File: src/rtl/ram_io_port_adapter.sv
// In-order fabric-to-SRAM request adapter: 2-entry request FIFO, fixed-latency read return.
// Define RAM_IO_RDATA_REG_EN to add one output register stage on fab_rdata/fab_rvalid.
module ram_io_port_adapter #(
    parameter int ADDR_W = 10,
    parameter int DATA_W = 32,
    parameter int RD_LAT = 2
) (
    input  logic                  UserCLK,
    input  logic                  Reset,
    input  logic                  fab_req,
    input  logic                  fab_we,
    input  logic [ADDR_W-1:0]     fab_addr,
    input  logic [DATA_W-1:0]     fab_wdata,
    input  logic [DATA_W/8-1:0]   fab_be,
    output logic                  fab_ready,
    output logic                  fab_rvalid,
    output logic [DATA_W-1:0]     fab_rdata,
    output logic                  ram_en,
    output logic                  ram_we,
    output logic [DATA_W/8-1:0]   ram_be,
    output logic [ADDR_W-1:0]     ram_addr,
    output logic [DATA_W-1:0]     ram_wdata,
    input  logic [DATA_W-1:0]     ram_rdata
);
    localparam int BE_W = DATA_W / 8;

    typedef struct packed {
        logic              we;
        logic [ADDR_W-1:0] addr;
        logic [DATA_W-1:0] wdata;
        logic [BE_W-1:0]   be;
    } req_t;

    typedef enum logic [1:0] {IDLE, ISSUE, WAIT_RD} state_t;

    req_t              fifo_mem [2];
    logic              wr_ptr_reg;
    logic              rd_ptr_reg;
    logic [1:0]        count_reg;
    logic [1:0]        count_next;
    state_t            state_reg;
    logic [2:0]        lat_cnt_reg;
    logic              cap_valid_reg;
    logic [DATA_W-1:0] cap_data_reg;

    logic              push;
    logic              avail;
    logic              rd_done;
    logic              issue;
    req_t              incoming;
    req_t              head;

    assign fab_ready = (count_reg < 2'd2);

    // An empty FIFO forwards the incoming request so ram_en rises the cycle after acceptance.
    always_comb begin
        incoming   = {fab_we, fab_addr, fab_wdata, fab_be};
        push       = fab_req && fab_ready;
        head       = (count_reg != 2'd0) ? fifo_mem[rd_ptr_reg] : incoming;
        avail      = (count_reg != 2'd0) || push;
        rd_done    = (state_reg == WAIT_RD) && (lat_cnt_reg == 3'd1);
        issue      = avail && ((state_reg == IDLE) ||
                               ((state_reg == ISSUE) && ram_we) ||
                               rd_done);
        count_next = count_reg + {1'b0, push} - {1'b0, issue};
    end

    always_ff @(posedge UserCLK) begin
        if (Reset) begin
            wr_ptr_reg    <= 1'b0;
            rd_ptr_reg    <= 1'b0;
            count_reg     <= 2'd0;
            state_reg     <= IDLE;
            lat_cnt_reg   <= 3'd0;
            ram_en        <= 1'b0;
            ram_we        <= 1'b0;
            ram_be        <= '0;
            ram_addr      <= '0;
            ram_wdata     <= '0;
            cap_valid_reg <= 1'b0;
            cap_data_reg  <= '0;
        end else begin
            if (push) begin
                fifo_mem[wr_ptr_reg] <= incoming;
                wr_ptr_reg           <= ~wr_ptr_reg;
            end
            if (issue) begin
                rd_ptr_reg <= ~rd_ptr_reg;
            end
            count_reg <= count_next;

            if (issue) begin
                ram_en   <= 1'b1;
                ram_we   <= head.we;
                ram_be   <= head.we ? head.be : '0;
                ram_addr <= head.addr;
                if (head.we) begin
                    ram_wdata <= head.wdata;
                end
            end else begin
                ram_en <= 1'b0;
                ram_we <= 1'b0;
                ram_be <= '0;
            end

            cap_valid_reg <= rd_done;
            if (rd_done) begin
                cap_data_reg <= ram_rdata;
            end

            case (state_reg)
                IDLE: begin
                    if (issue) begin
                        state_reg <= ISSUE;
                    end
                end
                ISSUE: begin
                    // ram_we reflects the access being driven this cycle.
                    if (!ram_we) begin
                        state_reg   <= WAIT_RD;
                        lat_cnt_reg <= 3'(RD_LAT);
                    end else if (!issue) begin
                        state_reg <= IDLE;
                    end
                end
                WAIT_RD: begin
                    lat_cnt_reg <= lat_cnt_reg - 3'd1;
                    if (rd_done) begin
                        state_reg <= issue ? ISSUE : IDLE;
                    end
                end
                default: begin
                    state_reg <= IDLE;
                end
            endcase
        end
    end

`ifdef RAM_IO_RDATA_REG_EN
    logic              out_valid_reg;
    logic [DATA_W-1:0] out_data_reg;

    always_ff @(posedge UserCLK) begin
        if (Reset) begin
            out_valid_reg <= 1'b0;
            out_data_reg  <= '0;
        end else begin
            out_valid_reg <= cap_valid_reg;
            if (cap_valid_reg) begin
                out_data_reg <= cap_data_reg;
            end
        end
    end

    assign fab_rvalid = out_valid_reg;
    assign fab_rdata  = out_data_reg;
`else
    assign fab_rvalid = cap_valid_reg;
    assign fab_rdata  = cap_data_reg;
`endif

endmodule

File: config.mk
export PLATFORM = sky130hd
export DESIGN_NAME = ram_io_port_adapter
export DESIGN_NICKNAME = d
export VERILOG_FILES = /design/src/rtl/ram_io_port_adapter.sv
export SDC_FILE = /design/constraint.sdc
export NUM_CORES = 1
export LEC_CHECK = 0
export CAP_MARGIN = 30
export CORE_ASPECT_RATIO = 0.8
export CORE_MARGIN = 5
export CORE_UTILIZATION = 56
export CTS_BUF_LIST = sky130_fd_sc_hd__clkbuf_2
export DETAILED_ROUTE_END_ITERATION = 10
export HOLD_SLACK_MARGIN = 0.1
export PLACE_DENSITY = 0.95
export SLEW_MARGIN = 20
export SYNTH_ARGS = -nofsm -noshare
export SYNTH_HDL_FRONTEND = slang
export SYNTH_SLANG_ARGS = --single-unit
File: constraint.sdc
create_clock -name UserCLK -period 13.75 [get_ports UserCLK]
set_clock_uncertainty 0.1 [all_clocks]
set_input_delay 2.75 -clock UserCLK [delete_from_list [all_inputs] [get_ports UserCLK]]
set_output_delay 2.75 -clock UserCLK [all_outputs]
set_load 0.1 [all_outputs]
==> results.toml, run 1 <==
[status]
status = "completed"

[sta]
grt_setup_unrepaired = "false"
slew_viol_final = 0
fmax_mhz = 192
fin_crit_ns = 5.21
fin_setup_tns_ns = 0
finalHoldViolCount = 0
finalCritPeriodShare_pct = 37.9
tightest_slew_ns = 1.02
whs_ns = 0.376
setup_viol = 0
max_slew_margin_pct = 31.7

[setup_path]
rr_endpoint = "ram_be[1]"
ff2ff_setup_slack_ns = 11.17
critical_path.startpoint_type = "register"
arrival_ns = 2.36
cp.required_ns = 10.90
critical_path_class = "register to primary output"
rr_worst_depth = 5
r2r_start = "count_reg[1]"
crit_fanout = 3
endpoint_kind = "primary output"

[synth]
yosysMostFrequentCell = "edfxtp_1"
synthAdderAreaFrac_pct = 0.706
synth_xor_xnor_area_share_pct = 0.618
ys_seq_area_share_pct = 65.5
syn_inst = 600
synth-edff-count = 94
synth_simple_gate_area_share_pct = 8.19
syn_area_sq_um = 7090
synth_top_area_share_pct = 39.8
synthFlopType = "edfxtp_1"
yosys_warnings = 0
synth-seq-cells = 185
syn_nets = 686
yosys.cell_types.count = 31
synth_top_family_by_area = "compound AO/OA/AOI/OAI gates"
netlist_top_cells_count = "edfxtp_1, dfxtp_1, nand2_1"
synth_compound_area_share_pct = 14.9
yosys-mux-area-fraction_pct = 6.79
async_reset_ff_share_pct = 0
yosys.area.top_type = "edfxtp_1"
ys_top_cells_by_area = "edfxtp_1, dfxtp_1, mux2i_1, a21oi_1, a2111o_1"
syn_area_per_cell_sq_um = 11.8

[layout]
antenna_cells = 0
final_nets = 828
drive_gt1_share_pct = 7.15
largest_reg_flops = 94
largest-register = "fifo_mem"
fillers = 767
area_growth_pct = 28.6

[power_and_ir_drop]
switchingPower_mw = 0.862
powerDensity_nw_per_um2 = 206
p_int_mw = 1.02
pwr-share-seq_pct = 37.5
ir_worst_vdd_mv = 0.181
p_clk_share_pct = 16.0
combPwrFrac_pct = 46.5
swShare_pct = 45.8
p_leak_nw = 3.04

[drt]
drt-wirelength-per-cell_um = 17.8
drtAntennaViolNets = 0
via_per_inst = 5.64
highest_layer = "met4"
drc = 0
drt_first_pass_iters = 5
met1_length_um = 6550
vias = 5223
wl_met2_um = 7990
met3_length_um = 1750
routed_wl_um = 16500
drt_iter0_markers = 412

[clock_tree]
cts-hold-fix-buffers = 0
ctsLongestPathBuffers = 2
cts_resized = 0
worstSkewPairLatency_ns = 0.69
numClockSinks = 185
root_buffer = "clkbuf_2"
cts_tree = "yes"
numCtsBuffers = 17
cts.htree.levels = 4
cts.clk_slew.worst_paths_ns = 0.23
post-cts-setup-buffer-count = 0

[global_route]
track_usage_pct = 21.7
overflow = 0
grt_pass1_vias = 5242
grt_pass1_wl_um = 26200
antenna_found_initial = 0
grt_max_degree = 94

[floorplan]
die_x_um = 136
start_util_pct = 57.7
dieArea_sq_um = 15000
fp.coreArea_sq_um = 12300
die_h_um = 111
boundaryPins = 164
std_cell_rows = 36

[placed_design]
dp_hpwl_um = 10800
port_buffers = 163
place.gp.congestion = 0.791

[hold_path]
hold_start = "fab_rdata[10]"
hp-class = "register to register"
hold_end = "fab_rdata[10]"
whs_path_depth = 2

[job]
cap_violations = 0
## metal layers
layer	global-route usage, %	vias up
met2	35.3	268
met1	28.0	2478
li1	-	2456
met5	0	-
met4	4.90	0
met3	8.05	21
## cells in the final DEF (no fill, tap or decap), types with 4 or more instances in the layout
cell             instances
inv_1                    7
mux2i_1                 46
clkbuf_2                17
ha_1                     4
dfxtp_1                 90
clkdlybuf4s50_1        162
o21ai_0                 33
nand2_1                 85
edfxtp_1                94
bufinv_16                4
a21oi_1                 75
o211ai_1                10
clkinv_4                 4
buf_4                    6
nor2_1                  46
a2111o_1                32
xnor2_1                  4
a211oi_2                 4
## metrics by stage
stage | util (%) | cells | setup slack [ns] | instance area, sq um | power [mW]
after global routing | 74.1 | 926 | 8.40 | 9120 | 1.97
after floorplan | - | 600 | 6.52 | 7090 | 1.38
final | 74.1 | 926 | 8.54 | 9120 | 1.88
after global placement | 71.6 | 892 | 8.80 | 8800 | 1.56
after detailed placement | 71.7 | 893 | 8.65 | 8810 | 1.59
after CTS | 74.0 | 925 | 8.48 | 9100 | 1.88
## worst max-delay path, cell delays in order (launching register included)
cell and delay (ns):
dfxtp_1 0.39, inv_1 0.13, clkdlybuf4s50_1 1.16
## power by group through the flow
stage / Combinational (mW) / Clock, mW / Sequential, mW
after floorplan: 0.319 / 0 / 1.07
after global placement: 0.848 / 0 / 0.713
after detailed placement: 0.871 / 0 / 0.718
after CTS: 0.873 / 0.305 / 0.706
after global routing: 0.923 / 0.332 / 0.715
final: 0.875 / 0.301 / 0.707
## how the worst max path moves through the flow
stage,startpoint,end,slack [ns],cells after the start
3_5_place_dp,fab_req,count_reg[1],8.65,10
5_1_grt,count_reg[1],fab_ready,8.40,2
4_1_cts,count_reg[1],fab_ready,8.48,2
6_report,count_reg[1],fab_ready,8.54,2
2_1_floorplan,Reset,fifo_mem[1][0],6.52,3
3_3_place_gp,fab_req,count_reg[1],8.80,10
## layout make-up
type                    instances  area, sq um  area share, %
clock buffers                  17         85.1          0.933
clock inverters                15          200           2.20
inverters                       7         26.3          0.288
multi-input cells             360         2240           24.6
flip-flops and latches        185         4650           51.0
well taps                     171          214           2.35
repair buffers                171         1700           18.7
## logic make-up after synthesis
group / after synthesis
AO/OA/AOI/OAI: 158
XOR/XNOR: 5
adder cells (fa/ha/maj): 4
buffers and inverters: 55
flip-flops: 185
multiplexers: 48
AND/OR/NAND/NOR: 145
Power figures use the tool's default switching activity.
==> inputs of run 2 (changes only) <==
- CORE_UTILIZATION: 56 -> 47
- PLACE_DENSITY: 0.95 -> 0.9
- clock period: 13.75 -> 4.2 ns (I/O delays scaled with it)
==> run 2 against run 1 <==
  * Critical endpoint unchanged
  * Largest cell class unchanged
  * Combinational power rose to 3.3 times the previous value
  * Sequential power rose to 3.3 times the previous value
  * Non-clock buffer count up 1
  * Utilization down 13 points
==> results.toml, run 2 (same netlist as run 1, synthesis figures left out) <==
[sta]
finalHoldViolCount = 0
tightest_slew_ns = 1.03
slew_viol_final = 0
fin_crit_ns = 3.35
finalCritPeriodShare_pct = 79.8
max_slew_margin_pct = 31.1
whs_ns = 0.369
grt_setup_unrepaired = "false"
fin_setup_tns_ns = 0
fmax_mhz = 298
setup_viol = 0

[hold_path]
hp-class = "register to register"
whs_path_depth = 2

[clock_tree]
cts_resized = 0
cts_tree = "yes"
cts-hold-fix-buffers = 0
ctsLongestPathBuffers = 2
root_buffer = "clkbuf_2"
cts.clk_slew.worst_paths_ns = 0.25
numClockSinks = 185
cts.htree.levels = 4
worstSkewPairLatency_ns = 0.76
numCtsBuffers = 17
post-cts-setup-buffer-count = 0

[global_route]
grt_max_degree = 93
grt_pass1_wl_um = 25500
overflow = 0
antenna_found_initial = 0
grt_pass1_vias = 4985
track_usage_pct = 18.3

[setup_path]
crit_fanout = 3
rr_worst_depth = 11
cp.required_ns = 3.26
critical_path.startpoint_type = "register"
endpoint_kind = "primary output"
critical_path_class = "register to primary output"
arrival_ns = 2.41

[floorplan]
start_util_pct = 47.5
dieArea_sq_um = 17700
fp.coreArea_sq_um = 14900
die_h_um = 120
std_cell_rows = 40
die_x_um = 147
boundaryPins = 164

[drt]
drt_iter0_markers = 353
drc = 0
vias = 5103
drtAntennaViolNets = 0
drt_first_pass_iters = 5
routed_wl_um = 16100
drt-wirelength-per-cell_um = 17.0
via_per_inst = 5.40

[layout]
largest_reg_flops = 94
mostFrequentLayoutCell = "clkdlybuf4s50_1"
layout_common_cells = "clkdlybuf4s50_1, edfxtp_1, dfxtp_1"
drive_gt1_share_pct = 7.14
antenna_cells = 0
stdcell_count = 945
largest-register = "fifo_mem"
final_util_pct = 61.5
fin_area_sq_um = 9170
area_growth_pct = 29.3
final_nets = 829

[power_and_ir_drop]
swShare_pct = 46.1
p_int_mw = 3.30
p_clk_share_pct = 15.3
combPwrFrac_pct = 46.9
powerDensity_nw_per_um2 = 667
pwr-share-seq_pct = 37.7
ir_worst_vdd_mv = 0.364
p_leak_nw = 3.05
switchingPower_mw = 2.82

[placed_design]
dp_hpwl_um = 10700
port_buffers = 163
dp_cells = 912
place.gp.congestion = 0.760
dpl_cell_area_sq_um = 8880

[job]
cap_violations = 0

[status]
status = "completed"
[run 2: cell types whose count changed in the layout (fill, tap and decap cells not counted), sizes merged]
| cell | previous run | this run |
|---|---|---|
| clkinv | 7 | 5 |
| clkbuf | 17 | 18 |
| inv | 8 | 10 |
| buf | 9 | 10 |
| bufinv | 4 | 3 |
[run 2: worst paths after layout]
kind	from	to	slack [ns]
min	fab_rdata[25]	fab_rdata[25]	0.37
min reg2reg	fab_rdata[25]	fab_rdata[25]	0.37
max	count_reg[1]	fab_ready	0.85
max reg2reg	lat_cnt_reg[1]	count_reg[1]	1.61
[run 2: power by group through the flow]
| stage | clock [mW] | combinational, mW | sequential, mW |
|---|---|---|---|
| 2_1_floorplan | 0 | 1.05 | 3.48 |
| 4_1_cts | 0.969 | 2.88 | 2.31 |
| 3_5_place_dp | 0 | 2.87 | 2.35 |
| 5_1_grt | 1.05 | 3.04 | 2.33 |
| 6_report | 0.938 | 2.87 | 2.31 |
| 3_3_place_gp | 0 | 2.83 | 2.34 |
[run 2: layer usage]
| metal | vias to the layer above | track usage (%) | share of wire, % |
|---|---|---|---|
| li1 | 2460 | - | - |
| met1 | 2404 | 22.8 | 41 |
| met2 | 221 | 28.8 | 45 |
| met3 | 18 | 8.95 | 12 |
| met4 | 0 | 4.48 | 1.1 |
| met5 | - | 0 | 0 |
[run 2: cell type report]
class                   count  area [sq um]
multi-input cells         360          2260
repair buffers            172          1730
flip-flops and latches    185          4650
clock buffers              18          90.1
clock inverters            14           171
well taps                 189           236
inverters                   7          26.3
fillers                  1161          5750
[run 2: per-stage QoR]
stage	power [mW]	worst slack, ns
final	6.11	0.849
after floorplan	4.53	0.505
after global routing	6.42	0.676
after detailed placement	5.22	0.957
after global placement	5.16	1.01
after CTS	6.15	0.772
[run 2: critical path: stages, from the launching register on]
cell and delay, ns:
dfxtp_1 0.39, inv_1 0.12, clkdlybuf4s50_1 1.17
